[src/rtl/imem_fetch_ctrl.sv]
// Instruction fetch sequencer: holds the PC on the memory address for RD_LAT cycles,
// captures the word and offers it to decode over valid/ready; accepts branch redirects.
module imem_fetch_ctrl #(
    parameter int                ADDR_W   = 64,
    parameter int                DATA_W   = 32,
    parameter int                RD_LAT   = 2,
    parameter logic [ADDR_W-1:0] RESET_PC = '0,
    parameter int                CNT_W    = 32
) (
    input  logic              CLK,
    input  logic              Reset,
    output logic [ADDR_W-1:0] MemAddress,
    input  logic [DATA_W-1:0] MemData,
    input  logic              Redirect,
    input  logic [ADDR_W-1:0] RedirectPC,
    output logic              InstrValid,
    input  logic              InstrReady,
    output logic [DATA_W-1:0] Instr,
    output logic [ADDR_W-1:0] InstrPC,
    output logic              AlignErr,
    output logic [CNT_W-1:0]  FetchCount
);

    if (RD_LAT < 1) begin : g_bad_lat
        $error("imem_fetch_ctrl: RD_LAT must be at least 1");
    end
    if (RESET_PC[1:0] != 2'b00) begin : g_bad_reset_pc
        $error("imem_fetch_ctrl: RESET_PC must be word aligned");
    end

    localparam int LAT_W = (RD_LAT > 1) ? $clog2(RD_LAT) : 1;
    localparam logic [LAT_W-1:0] LAST_WAIT = LAT_W'(RD_LAT - 1);

    typedef enum logic [1:0] {FETCH, HOLD, FAULT} state_t;

    state_t            state;
    logic [ADDR_W-1:0] pc;
    logic [LAT_W-1:0]  wait_cnt;
    logic              target_ok;
    logic              handshake;

    assign MemAddress = pc;
    assign target_ok  = (RedirectPC[1:0] == 2'b00);
    assign handshake  = InstrValid && InstrReady;

    always_ff @(posedge CLK or posedge Reset) begin
        if (Reset) begin
            state      <= FETCH;
            pc         <= RESET_PC;
            wait_cnt   <= '0;
            InstrValid <= 1'b0;
            Instr      <= '0;
            InstrPC    <= '0;
            AlignErr   <= 1'b0;
            FetchCount <= '0;
        end else begin
            case (state)
                FETCH: begin
                    // A redirect on the capture edge drops the word being read.
                    if (Redirect) begin
                        if (target_ok) begin
                            pc       <= RedirectPC;
                            wait_cnt <= '0;
                        end else begin
                            AlignErr <= 1'b1;
                            state    <= FAULT;
                        end
                    end else if (wait_cnt == LAST_WAIT) begin
                        Instr      <= MemData;
                        InstrPC    <= pc;
                        InstrValid <= 1'b1;
                        wait_cnt   <= '0;
                        state      <= HOLD;
                    end else begin
                        wait_cnt <= wait_cnt + LAT_W'(1);
                    end
                end
                HOLD: begin
                    if (handshake) begin
                        FetchCount <= FetchCount + CNT_W'(1);
                    end
                    if (Redirect) begin
                        InstrValid <= 1'b0;
                        if (target_ok) begin
                            pc       <= RedirectPC;
                            wait_cnt <= '0;
                            state    <= FETCH;
                        end else begin
                            AlignErr <= 1'b1;
                            state    <= FAULT;
                        end
                    end else if (handshake) begin
                        pc         <= pc + ADDR_W'(4);
                        InstrValid <= 1'b0;
                        state      <= FETCH;
                    end
                end
                FAULT: begin
                    InstrValid <= 1'b0;
                end
                default: begin
                    InstrValid <= 1'b0;
                    state      <= FAULT;
                end
            endcase
        end
    end

endmodule

[config.mk]
export PLATFORM = sky130hd
export DESIGN_NAME = imem_fetch_ctrl
export DESIGN_NICKNAME = d
export VERILOG_FILES = /design/src/rtl/imem_fetch_ctrl.sv
export SDC_FILE = /design/constraint.sdc
export NUM_CORES = 1
export LEC_CHECK = 0
export BUFFER_PORTS_ARGS = -buffer_cell sky130_fd_sc_hd__buf_2
export CAP_MARGIN = 30
export CORE_ASPECT_RATIO = 2
export CORE_MARGIN = 4
export CORE_UTILIZATION = 51
export CTS_BUF_LIST = sky130_fd_sc_hd__clkbuf_16
export CTS_CLUSTER_DIAMETER = 80
export CTS_CLUSTER_SIZE = 10
export DETAILED_ROUTE_END_ITERATION = 16
export GPL_TIMING_DRIVEN = 1
export PLACE_DENSITY = 0.89
export REMOVE_ABC_BUFFERS = 1
export SYNTH_ARGS = -nofsm -noshare
export SYNTH_HDL_FRONTEND = slang
export SYNTH_SLANG_ARGS = --single-unit
[constraint.sdc]
create_clock -name CLK -period 8.35 [get_ports CLK]
set_input_delay 2.505 -clock CLK [delete_from_list [all_inputs] [get_ports CLK]]
set_output_delay 2.505 -clock CLK [all_outputs]
set_load 0.05 [all_outputs]
# --- Yosys cells after proc, flatten, opt, wreduce, memory -nomap -nowiden ---
# Index checks and enable logic that the tools add are counted.
classes:
  add_sub_neg: 3
  n_eq_ne: 9
  mux: 22
  bitwise: 3
  n_reduce_logical: 12
op_table:
  columns: ["op", "n"]
  rows:
  - ["2-to-1 mux 64 bit", 4]
  - ["one-hot mux 64 bit (2 select lines)", 1]
  - ["adder 64 x 3 -> 64 bit, second input constant", 1]
  - ["adder 32 x 1 -> 32 bit, second input constant", 1]
  - ["2-to-1 mux 2 bit", 6]
  - ["AND reduction 3 bit", 4]
  - ["inequality test 3 bit, second input constant", 3]
  - ["2-to-1 mux 1 bit", 8]
  - ["inequality test 2 bit, second input constant", 4]
  - ["one-hot mux 2 bit (3 select lines)", 1]
  - ["logical NOT 2 bit", 2]
  - ["one-hot mux 1 bit (2 select lines)", 2]
  - ["AND reduction 2 bit", 2]
  - ["AND reduction 4 bit", 1]
  - ["NOT 1 bit", 3]
  - ["equality test 2 x 1 -> 1 bit, second input constant", 1]
  - ["equality test 2 bit, second input constant", 1]
  - ["nonzero test 2 bit", 1]
  - ["OR reduction 2 bit", 1]
  - ["adder 1 bit, second input constant", 1]
  - ["logical AND 1 bit", 1]
totals:
  ff_bits: 197
  output_inout_bits: 194

# --- Logic depth before layout (Yosys ltp) ---
depth:
  depth_word: 4
  ltp_mapped: 9
  depth_no_buf: 7

# --- Least setup slack after synthesis ---
# Ideal clock, no wire load.
synth_path:
  path_type: "input-to-reg"
  start: "input port Redirect"
  end: "register pc[28] (netlist: MemAddress[28])"
  arrival_ns: 4.329
  required_ns: 8.227
  path_slack_ns: 3.898
  stages: 7
  n_path_buf: 3
  cell_sequence: "clkbuf_1 > or3b_2 > clkbuf_1 > a22oi_1 > nand2_1 > clkbuf_1 > o221a_2"
synth_between:
  elab_chain_cells: 2
synth_lines:
  columns: ["item", "line_no", "rtl"]
  rows:
  - ["start: declaration", "14", "input logic Redirect,"]
  - ["inequality test 3 bit (no line) (tied with other cells)", null, null]
  - ["AND reduction 3 bit (no line) or one-hot mux 64 bit (2 select lines) (tied branches)", null, null]
  - ["end signal: assignment", "62", "pc <= RedirectPC;"]
  - ["end signal: assignment", "85", "pc <= RedirectPC;"]
  - ["end signal: assignment", "93", "pc <= pc + ADDR_W'(4);"]
  - ["end: declaration", "37", "logic [ADDR_W-1:0] pc;"]
# Parallel ways exist; a longest one is shown, timed or not.
# A chain may end at the register's enable or synchronous reset.

# --- Final worst setup path ---
# Ends and elaborated chain as after synthesis.

==> metrics.cfg <==
[run_status]
status = complete, no violations

[setup_path]
cp_slowest_stage_delay_ps = 820
cp_slowest_cell = or3b_2
crit_arrival_ps = 5380
critPathTopFamily = simple AND/OR/NAND/NOR gates
criticalPathCategory = in2reg
worstSetupEndpointType = flop
cp_num_buf_inv = 2
crit_chain = buf_2 -> or3b_2 -> a22oi_2 -> buf_4 -> nand2_1 -> o221a_2
cp_max_fo = 36
required_ps = 8670
start_kind = input port

[timing]
tightest_slew_ps = 945.5
maxSlewViolCount = 0
period_minus_slack_ps = 5054
max_freq_mhz = 197.9
slew_headroom_pct = 36.82
min_period_over_period_pct = 60.53
skew_ps = 11.85
setup_ws_ps = 3296
rsz0062_at_grt = false
hold_viol = 0
final-setup-viol-count = 0
tns_ps = 0

[finish]
fill_cells = 1446
syn_to_final_growth_pct = 24.34
ff_latch_area_sq_um = 4930
nets = 1242
multi_input_area_sq_um = 4121
drive_gt1_share_pct = 39.46

[floorplanning]
dieArea_sq_um = 20500
die_y_um = 198.5
rows = 69
coreArea_sq_um = 17780
floorplan.initialDensity_pct = 52.05
io_pins = 294
fp.dieW_um = 103.3

[clock_network]
clk-insertion-delay-late_ps = 440
cts_buffer_depth = 2
cts_max_level = 4
root_buffer = clkbuf_16
post_cts_resized = 0
cts_buffers = 17
tritoncts = done
cts_setup_buffers = 0
hold_buffers = 0
path_clk_slew_ps = 70
clock_sinks = 197

[global_routing]
track_usage_pct = 28.29
grt_pass1_vias = 8739
grt_pass1_wl_mm = 44.82
grt_max_degree = 135
overflow = 0
antenna_found_initial = 8

[placed_design]
dp.final_hpwl_mm = 21.06
place_ws_ps = 2947
gp_congestion = 0.9569
portBuffers = 293

[synth]
ys_dominant_reg_cell = dfrtp_1
synth_top_cell_by_area = dfrtp_1
synth-seq-cells = 197
synth_top_area_share_pct = 53.26
synth_area_leaders = dfrtp_1 53%, mux2_2 12%, a21oi_1 3.2%
synth_commonest_cells = 197 x dfrtp_1, 97 x mux2_2, 73 x nand2_1
ys_types = 62
synth_most_common_cell = dfrtp_1
ys.warnings.count = 0
syn_area_sq_um = 9256
ys_seq_area_share_pct = 53.26
synth-async-reset-ratio_pct = 100.0
syn_avg_cell_area_sq_um = 10.70
synth_edf_count = 0
syn-instance-count = 865

[drt]
drtIter0Drc = 540
vias_per_cell = 6.124
wire_per_inst_um = 20.92
vias = 8414
firstDrtPassIters = 5
wirelength_mm = 28.75
drc = 0
antenna_left = 0

[job]
maxCapViolations = 0

[hold_path]
hold_path.class = reg2reg

[pwr]
ir_drop_uv = 127.1
power_density_nw_per_um2 = 210.8
p_leak_nw = 5.785

registers in the layout (all words and copies together), names as in the netlist:
| register | flops |
|---|---|
| InstrPC | 64 |
| MemAddress | 64 |
| FetchCount | 32 |
| Instr | 32 |
| state | 2 |
| AlignErr | 1 |
| InstrValid | 1 |
| wait_cnt | 1 |
worst reg2reg max path: stages, from the launching register on:
cell	delay, ps
dfrtp_1	510
or3b_2	830
a22oi_2	280
buf_4	420
nand2_1	690
o221a_2	510
metal layers:
layer,part of all wire [%],track usage (%)
met5,0,0
met4,5.9,18.78
met3,7.1,4.844
met2,53,49.42
met1,34,30.38
per-stage QoR:
step | total power [mW] | std cells | hold WS, ps | utilization, % | area [sq um]
after global placement | 1.606 | 1334 | 457.8 | 61.31 | 10900
final | 2.426 | 1374 | 486.3 | 64.72 | 11510
after CTS | 2.440 | 1366 | 494.4 | 64.61 | 11490
after floorplan | 1.461 | 818 | 514.1 | - | 9066
after global routing | 2.516 | 1374 | 514.7 | 64.72 | 11510
after detailed placement | 1.619 | 1334 | 483.4 | 61.31 | 10900
where the power goes:
group	switching [mW]	leakage (nW)	internal, mW
combinational	0.356	2.86	0.122
clock	0.398	0.292	0.427
sequential	0.0982	2.63	1.02
kinds of logic after synthesis:
family | Yosys count | share of synthesized area (%)
simple gates | 293 | 16.52
flops | 197 | 53.26
compound gates | 181 | 12.00
mux | 104 | 12.56
buf+inv | 57 | 2.460
xor+xnor | 31 | 2.933
fa+ha+maj | 2 | 0.2703
area by class of cell:
class                      count  area share (%)
sequential                   197           42.83
multi-input combinational    611           35.81
timing repair buffer         303           13.39
clock buffer                  17           3.696
tap                          213           2.315
clock inverter                15           1.391
inverter                      10          0.3913
antenna                        8          0.1739
cells in the final DEF, fill, tap and decap left out, drive strengths merged, types with 2 or more instances in the layout:
cell type,count
a21oi,60
a311oi,5
or2,4
o31ai,4
and4,5
nor3,26
nand4,26
xor2,5
mux2i,7
nor4b,2
o32ai,4
a221o,2
and2,10
or3,4
a31oi,8
and3,16
o21a,3
nor2,54
o22ai,18
mux2,97
o311ai,4
a211oi,5
clkbuf,17
or4,7
clkinv,4
diode,8
nor2b,2
ha,2
nor4,13
a22oi,10
nand2,73
o21ai,39
a21o,6
nand3,44
inv,20
nand2b,3
xnor2,26
o211ai,4
buf,303
dfrtp,197
worst paths after layout:
kind / startpoint / endpoint / slack [ps] / depth (start not counted)
setup / recovery: Redirect / MemAddress[28]$_DFFE_PP0P_ / 3300 / 6
hold / removal: FetchCount[31]$_DFFE_PP0P_ / FetchCount[31]$_DFFE_PP0P_ / 490 / 1
setup reg to reg: state[0]$_DFFE_PP0P_ / MemAddress[28]$_DFFE_PP0P_ / 5000 / 5
hold reg to reg: FetchCount[31]$_DFFE_PP0P_ / FetchCount[31]$_DFFE_PP0P_ / 490 / 1
max in group asynchronous: Reset / MemAddress[11]$_DFFE_PP0P_ / 4680 / 3
min in group asynchronous: Reset / InstrPC[41]$_DFFE_PP0P_ / 2280 / 2
No activity file was read; power rests on OpenSTA's default activity.
